`config.mk`:
```
export PLATFORM = sky130hd
export DESIGN_NAME = mem_fill_arbiter
export DESIGN_NICKNAME = d
export VERILOG_FILES = /design/src/rtl/mem_fill_arbiter.sv
export SDC_FILE = /design/constraint.sdc
export NUM_CORES = 1
export LEC_CHECK = 0
export CAP_MARGIN = 20
export CORE_MARGIN = 4
export CORE_UTILIZATION = 30
export DETAILED_ROUTE_END_ITERATION = 7
export PLACE_DENSITY = 0.69
export SETUP_SLACK_MARGIN = 0.05
export SKIP_CTS_REPAIR_TIMING = 1
export SYNTH_ARGS = -nofsm -noshare
export SYNTH_HDL_FRONTEND = slang
export SYNTH_SLANG_ARGS = --single-unit
```
`constraint.sdc`:
```
create_clock -name clk -period 2.2 [get_ports clk]
set_input_delay 0.22 -clock clk [delete_from_list [all_inputs] [get_ports clk]]
set_output_delay 0.22 -clock clk [all_outputs]
set_load 0.01 [all_outputs]
```
`src/rtl/mem_fill_arbiter.sv`:
```
// rtl/mem_fill_arbiter.sv - shares one pipelined memory between I/D block fills and D-side stores
// Fills issue WORDS sequential reads, then stream returns to the owning side until the last word.
module mem_fill_arbiter #(
   parameter  int WORDS  = 8,
   parameter  int ADDR_W = 16,
   parameter  int DATA_W = 16,
   localparam int WIDX   = (WORDS > 1) ? $clog2(WORDS) : 1
) (
   input  logic              clk,
   input  logic              rst_n,
   input  logic              i_miss_req,
   input  logic [ADDR_W-1:0] i_miss_addr,
   input  logic              d_miss_req,
   input  logic [ADDR_W-1:0] d_miss_addr,
   input  logic              d_wr_req,
   input  logic [ADDR_W-1:0] d_wr_addr,
   input  logic [DATA_W-1:0] d_wr_data,
   output logic [DATA_W-1:0] fill_data,
   output logic [WIDX-1:0]   fill_word,
   output logic              i_fill_valid,
   output logic              d_fill_valid,
   output logic              i_fill_done,
   output logic              d_fill_done,
   output logic              d_wr_ack,
   output logic              mem_en,
   output logic              mem_wr,
   output logic [ADDR_W-1:0] mem_addr,
   output logic [DATA_W-1:0] mem_wdata,
   input  logic [DATA_W-1:0] mem_rdata,
   input  logic              mem_rvalid,
   output logic              busy
);

   localparam int                CNT_W    = WIDX + 1;
   localparam logic [ADDR_W-1:0] BLK_MASK = ~ADDR_W'(2 * WORDS - 1);
   localparam logic [CNT_W-1:0]  LAST_IDX = CNT_W'(WORDS - 1);

   typedef enum logic [1:0] {
      ST_IDLE,
      ST_WRITE,
      ST_ISSUE,
      ST_DRAIN
   } state_t;

   state_t            state_q, state_d;
   logic              owner_q, owner_d;          // 1 = D side owns the fill
   logic              last_miss_q, last_miss_d;  // 1 = D side got the last miss grant
   logic [ADDR_W-1:0] base_q, base_d;
   logic [CNT_W-1:0]  icnt_q, icnt_d;
   logic [CNT_W-1:0]  rcnt_q, rcnt_d;
   logic              mem_en_q, mem_en_d;
   logic              mem_wr_q, mem_wr_d;
   logic [ADDR_W-1:0] mem_addr_q, mem_addr_d;
   logic [DATA_W-1:0] mem_wdata_q, mem_wdata_d;
   logic              d_wr_ack_q, d_wr_ack_d;
   logic              busy_q, busy_d;

   logic              pick;
   logic              fill_phase;
   logic              ret_fire;
   logic              last_ret;

   assign fill_phase = (state_q == ST_ISSUE) || (state_q == ST_DRAIN);
   assign ret_fire   = rst_n && fill_phase && mem_rvalid;
   assign last_ret   = (rcnt_q == LAST_IDX);

   always_comb begin
      state_d     = state_q;
      owner_d     = owner_q;
      last_miss_d = last_miss_q;
      base_d      = base_q;
      icnt_d      = icnt_q;
      rcnt_d      = rcnt_q;
      mem_en_d    = 1'b0;
      mem_wr_d    = 1'b0;
      mem_addr_d  = '0;
      mem_wdata_d = '0;
      d_wr_ack_d  = 1'b0;
      pick        = 1'b0;

      case (state_q)
         ST_IDLE: begin
            if (d_wr_req) begin
               state_d     = ST_WRITE;
               mem_en_d    = 1'b1;
               mem_wr_d    = 1'b1;
               mem_addr_d  = d_wr_addr;
               mem_wdata_d = d_wr_data;
               d_wr_ack_d  = 1'b1;
            end else if (i_miss_req || d_miss_req) begin
               // Round-robin only matters on a tie; a lone request is simply granted.
               pick        = (i_miss_req && d_miss_req) ? ~last_miss_q : d_miss_req;
               owner_d     = pick;
               last_miss_d = pick;
               base_d      = (pick ? d_miss_addr : i_miss_addr) & BLK_MASK;
               icnt_d      = '0;
               rcnt_d      = '0;
               state_d     = ST_ISSUE;
               mem_en_d    = 1'b1;
               mem_addr_d  = base_d;
            end
         end
         ST_WRITE: state_d = ST_IDLE;
         ST_ISSUE: begin
            if (icnt_q == LAST_IDX) begin
               state_d = ST_DRAIN;
            end else begin
               icnt_d     = icnt_q + CNT_W'(1);
               mem_en_d   = 1'b1;
               mem_addr_d = base_q + ADDR_W'({icnt_d, 1'b0});
            end
         end
         ST_DRAIN: state_d = state_q;
         default:  state_d = ST_IDLE;
      endcase

      if (ret_fire) begin
         rcnt_d = rcnt_q + CNT_W'(1);
         if (last_ret) begin
            state_d  = ST_IDLE;
            mem_en_d = 1'b0;
         end
      end

      busy_d = (state_d != ST_IDLE);
   end

   always_ff @(posedge clk) begin
      if (!rst_n) begin
         state_q     <= ST_IDLE;
         owner_q     <= 1'b0;
         last_miss_q <= 1'b0;
         base_q      <= '0;
         icnt_q      <= '0;
         rcnt_q      <= '0;
         mem_en_q    <= 1'b0;
         mem_wr_q    <= 1'b0;
         mem_addr_q  <= '0;
         mem_wdata_q <= '0;
         d_wr_ack_q  <= 1'b0;
         busy_q      <= 1'b0;
      end else begin
         state_q     <= state_d;
         owner_q     <= owner_d;
         last_miss_q <= last_miss_d;
         base_q      <= base_d;
         icnt_q      <= icnt_d;
         rcnt_q      <= rcnt_d;
         mem_en_q    <= mem_en_d;
         mem_wr_q    <= mem_wr_d;
         mem_addr_q  <= mem_addr_d;
         mem_wdata_q <= mem_wdata_d;
         d_wr_ack_q  <= d_wr_ack_d;
         busy_q      <= busy_d;
      end
   end

   // Return path is combinational so the word reaches the cache in the cycle memory delivers it.
   assign fill_data    = ret_fire ? mem_rdata : '0;
   assign fill_word    = ret_fire ? rcnt_q[WIDX-1:0] : '0;
   assign i_fill_valid = ret_fire & ~owner_q;
   assign d_fill_valid = ret_fire & owner_q;
   assign i_fill_done  = i_fill_valid & last_ret;
   assign d_fill_done  = d_fill_valid & last_ret;

   assign d_wr_ack  = d_wr_ack_q;
   assign mem_en    = mem_en_q;
   assign mem_wr    = mem_wr_q;
   assign mem_addr  = mem_addr_q;
   assign mem_wdata = mem_wdata_q;
   assign busy      = busy_q;

endmodule

```
* Word-level counts from Yosys, hierarchy flattened
Cells that the tools add are included.
** Word-level totals
- Flip-flop bits (word level) :: 58
- Bits in latches :: 0
- RAM bits :: 0
- Memory bits (read-only) :: 0
- Input bits :: 86
- Memories :: 0
** Operators by class
- $add $sub $neg :: 3
- $mul :: 0
- Div/mod/pow operators :: 0
- Magnitude comparators :: 0
- Equal/unequal tests :: 9
- Shift operators :: 0
- Mux-type cells :: 27
- Bitwise logic cells :: 6
- Reduce and logical (&&, ||, !) cells :: 15
** Operators by type and width (count)
- two-way mux 16 bit :: 5
- case mux 16 bit (2 select lines) :: 1
- two-way mux 4 bit :: 5
- adder 16 x 5 -> 16 bit :: 1
- two-way mux 2 bit :: 5
- AND reduction 3 bit :: 3
- adder 4 x 1 -> 4 bit (second input constant) :: 2
- == test 4 x 3 -> 1 bit (second input constant) :: 2
- case mux 2 bit (4 select lines) :: 1
- case mux 4 bit (2 select lines) :: 1
- nonzero test 2 bit :: 4
- two-way mux 1 bit :: 7
- != test 2 bit (second input constant) :: 3
- bitwise AND 1 bit :: 4
- == test 2 bit (second input constant) :: 2
- AND reduction 4 bit :: 1
- logical AND 1 bit :: 3
- two-way mux 3 bit :: 1
- == test 2 x 1 -> 1 bit (second input constant) :: 1
- zero test 2 bit :: 1
- logical OR 1 bit :: 2
- != test 2 x 1 -> 1 bit (second input constant) :: 1
- NOT 1 bit :: 2
- case mux 1 bit (2 select lines) :: 1
- AND reduction 2 bit :: 1

* Longest topological paths before layout
- Depth in word-level cells :: 7
- Depth in mapped cells :: 8
- Gate-level depth less buffers :: 8

* Least setup slack after synthesis
No wires, ideal clock.
- Path kind :: register -> register
- Start :: reg icnt_q[0]
- End :: reg mem_addr_q[14], in the netlist mem_addr[14]
- Library setup time :: 133 ps
- Arrival :: 1587 ps
- Required time :: 2067 ps
- Slack :: 480 ps
- Cell stages (with the launch flop) :: 9
- Buffers on the path :: 0
- Cell sequence :: dfxtp_1 > nand3_1 > xnor2_1 > ha_1 > ha_1 > nand3_1 > nor3_1 > xnor2_1 > o221ai_1
** Between the ends
- Word-level cells in the longest chain between the ends :: 4
** RTL lines
- from (decl) :: RTL line 49 : logic [CNT_W-1:0] icnt_q, icnt_d;
- from (signal assigned) :: RTL line 147 : icnt_q <= icnt_d;
- adder 4 x 1 -> 4 bit :: RTL line 108 : icnt_d = icnt_q + CNT_W'(1);
- adder 16 x 5 -> 16 bit :: RTL line 110 : mem_addr_d = base_q + ADDR_W'({icnt_d, 1'b0});
- two-way mux 16 bit (*) :: RTL line 105 : if (icnt_q == LAST_IDX) begin
- case mux 16 bit (2 select lines) (*) :: RTL line 81 : case (state_q)
- to (signal assigned) :: RTL line 151 : mem_addr_q <= mem_addr_d;
- to (decl) :: RTL line 53 : logic [ADDR_W-1:0] mem_addr_q, mem_addr_d;
Every way passes the cells marked *; elsewhere a longest branch is shown, timed or not.
A chain may end at the register's enable or synchronous reset.

* Worst setup path in the final report
- Start :: in rst_n
- End :: out i_fill_done
** Between the ends
- Word-level cells in the longest chain between the ends :: 4
** RTL lines
- from (decl) :: RTL line 10 : input logic rst_n,
- logical AND 1 bit (2 in series) :: RTL line 64 : assign ret_fire = rst_n && fill_phase && mem_rvalid;
- bitwise AND 1 bit :: RTL line 161 : assign i_fill_valid = ret_fire & ~owner_q;
- bitwise AND 1 bit :: RTL line 163 : assign i_fill_done = i_fill_valid & last_ret;
- to (decl) :: RTL line 22 : output logic i_fill_done,
Every way passes these cells.

==> run_results.csv <==
group,metric,value,unit
critical_path,crit_chain,"clkdlybuf4s50_1, and3_2, nand4b_1, nor2_1, clkdlybuf4s50_1",
cts,clock-sinks,58,
final_layout,final_common_cell,"clkdlybuf4s50_1",
floorplanning,die_area,10200,sq um
power_and_ir_drop,p_leak,0.00173,uW
placement,gp_congestion,0.751,
routing,first_pass_iters,4,
critical_path,crit_path_end_kind,"primary output",
power_and_ir_drop,ir_worst_vdd,0.267,mV
synthesis,synthCells,284,
timing,maxSlewViolCount,0,
timing,final.setup_skew,7.20,ps
min_path,hold_path_depth,3,
run,drv_cap,0,
critical_path,reg2reg_from,"icnt_q[2]",
floorplanning,ios,145,
cts,clk_transition_reported_paths,70,ps
power_and_ir_drop,p_per_area,613,nW/um^2
synthesis,synth_edf_count,0,
timing,period_needed,2040,ps
routing,wire_per_inst,14.2,microns
critical_path,cpPeakStageDelay,560,ps
synthesis,synth-seq-cells,58,
final_layout,most-common-layout-cells,"136 x clkdlybuf4s50_1, 58 x dfxtp_1, 37 x nand2_1",
timing,rsz0062_at_grt,"true",
synthesis,netlist_area,2610,sq um
timing,max_freq,0.490,GHz
synthesis,synth_warnings,0,
synthesis,synth.top_cell.area_share,44.5,%
critical_path,critical_path.most_common_cell,"clkdlybuf4s50_1",
global_routing,grt_pass1_vias,2588,
critical_path,cp_slowest_cell,"clkdlybuf4s50_1",
critical_path,rrSetupSlack,170,ps
cts,clock_latency,330,ps
synthesis,yosys-top-cells-area,"dfxtp_1 45%, nand2_1 5.3%, and2_1 5.0%",
routing,ant_nets,0,
critical_path,r2r_end,"mem_addr[14]",
floorplanning,fp.dieH,101,microns
global_routing,antenna_found_initial,0,
critical_path,critPathMaxFanout,4,
cts,cts_tree,"done",
global_routing,grt-ovfl-total,0,
run_status,status,"complete, no violations",
synthesis,synth.largest_area_cell,"dfxtp_1",
routing,drc,0,
timing,hold_ws,450,ps
routing,vias,2554,
final_layout,final_layout_size_suffix_gt1_share,9.35,%
synthesis,ys_async_sr_fraction,0,%
min_path,hp-class,"input port to register",
min_path,hold_end,"mem_addr[2]",
final_layout,fin_nets,513,
placement,hpwl,5660,microns
global_routing,grt_max_degree,45,
final_layout,area_growth,63.7,%
critical_path,critPathRequiredTime,1980,ps
routing,dr.first_iter.drc_count,76,
cts,cts.path.max_buffers,2,
cts,htreeDepth,3,
timing,tightest_slew,462,ps
routing,vias_per_cell,4.79,
floorplanning,num_rows,33,
floorplanning,initial_utilization,31.3,%
global_routing,gr-usage-all-layers,14.5,%
synthesis,ys_types,49,
cts,clockRootBuffer,"clkbuf_8",
routing,wirelength,7550,microns
synthesis,synthFlopType,"dfxtp_1",
placement,io_buffers,136,
synthesis,syn_area_per_cell,9.18,sq um
final_layout,fin_util,51.2,%
timing,setup_tns,0,ps
cts,cts_buffers,9,
critical_path,crit_type,"input port to primary output",
critical_path,arrival,1820,ps
min_path,holdCritStartpoint,"d_wr_addr[2]",
floorplanning,core,8340,sq um
critical_path,r2r_cells,8,
final_layout,n_antenna_cell,0,
timing,slew-limit-headroom,69.2,%
global_routing,grt_pass1_wl,11800,microns
floorplanning,die_w,101,microns
timing,finalCritPeriodShare,92.8,%
synthesis,synth.yosys.seq_area_share,44.5,%
synthesis,synth_fp_nets,374,
timing,final-setup-viol-count,0,
critical_path,start_kind,"input port",
timing,hold_viol,0,
routing by layer:
layer / vias to the layer above / wire length, microns / GRT usage [%]
met3: 9 / 822 / 4.55
li1: 1261 / - / -
met5: - / 0 / 0
met1: 1164 / 3090 / 17.5
met2: 120 / 3550 / 24.4
met4: 0 / 80 / 4.91
report_power, final:
part           internal (uW)  switching [uW]
Clock                    518             436
Sequential              1120            38.2
Combinational            306             203
synthesized netlist by cell type, types with 2 or more instances:
| cell type | n |
|---|---|
| and2_1 | 21 |
| a22oi_1 | 4 |
| mux2_2 | 4 |
| mux2i_1 | 9 |
| buf_2 | 2 |
| o211a_1 | 6 |
| o221ai_1 | 5 |
| nand3_1 | 10 |
| a32oi_1 | 2 |
| a2bb2oi_1 | 3 |
| buf_6 | 3 |
| nand4_1 | 2 |
| a21oi_1 | 10 |
| inv_1 | 5 |
| nor2_1 | 16 |
| xor2_1 | 2 |
| ha_1 | 4 |
| nor3_1 | 4 |
| xnor2_1 | 10 |
| and3_1 | 21 |
| clkbuf_1 | 7 |
| o21ai_1 | 2 |
| clkbuf_8 | 3 |
| a21boi_0 | 7 |
| dfxtp_1 | 58 |
| nand2_1 | 37 |
| buf_4 | 2 |
| o21ai_0 | 4 |
area by class of cell:
cell class | instances | area, sq um
Inverter | 5 | 18.8
Clock inverter | 7 | 70.1
Multi-Input combinational cell | 203 | 1310
Timing Repair Buffer | 146 | 1450
Tap cell | 105 | 131
Clock buffer | 9 | 124
Sequential cell | 58 | 1160
Fill cell | 790 | 4070
sequential cells by signal, indices dropped and copies added, names as in the netlist:
| name | cells |
|---|---|
| base_q | 12 |
| busy | 1 |
| d_wr_ack | 1 |
| icnt_q | 4 |
| last_miss_q | 1 |
| mem_addr | 16 |
| mem_en | 1 |
| mem_wdata | 16 |
| rcnt_q | 4 |
| state_q | 2 |
how the worst max path moves through the flow:
stage                     startpoint  slack (ps)  depth (start not counted)      endpoint
after global placement         rst_n         150                          5  fill_data[5]
after floorplan            icnt_q[0]         480                          8  mem_addr[14]
final                          rst_n         160                          5   i_fill_done
after detailed placement       rst_n         110                          5  fill_data[5]
after global routing       icnt_q[0]          40                          8  mem_addr[14]
after CTS                      rst_n         110                          5  fill_data[5]
metrics by stage:
| step | cells | setup WS (ps) | area (sq um) | power (uW) |
|---|---|---|---|---|
| 6_report | 533 | 159 | 4270 | 2620 |
| 3_5_place_dp | 516 | 113 | 4060 | 1690 |
| 3_3_place_gp | 516 | 148 | 4060 | 1680 |
| 2_1_floorplan | 284 | 480 | 2610 | 1410 |
| 4_1_cts | 532 | 115 | 4250 | 2660 |
| 5_1_grt | 533 | 44.3 | 4270 | 2750 |
worst max-delay path, delay by kind of cell:
kind | cells | cell delay [ps]
simple gates | 3 | 510
buf+inv | 2 | 1090
kinds of logic after synthesis:
| family | Yosys count | share of synthesized area (%) |
|---|---|---|
| simple gates | 126 | 25.3 |
| flops | 58 | 44.5 |
| compound gates | 48 | 13.3 |
| buf+inv | 23 | 5.76 |
| mux | 13 | 5.18 |
| xor+xnor | 12 | 4.03 |
| fa+ha+maj | 4 | 1.92 |
Power figures use the tool's default switching activity.
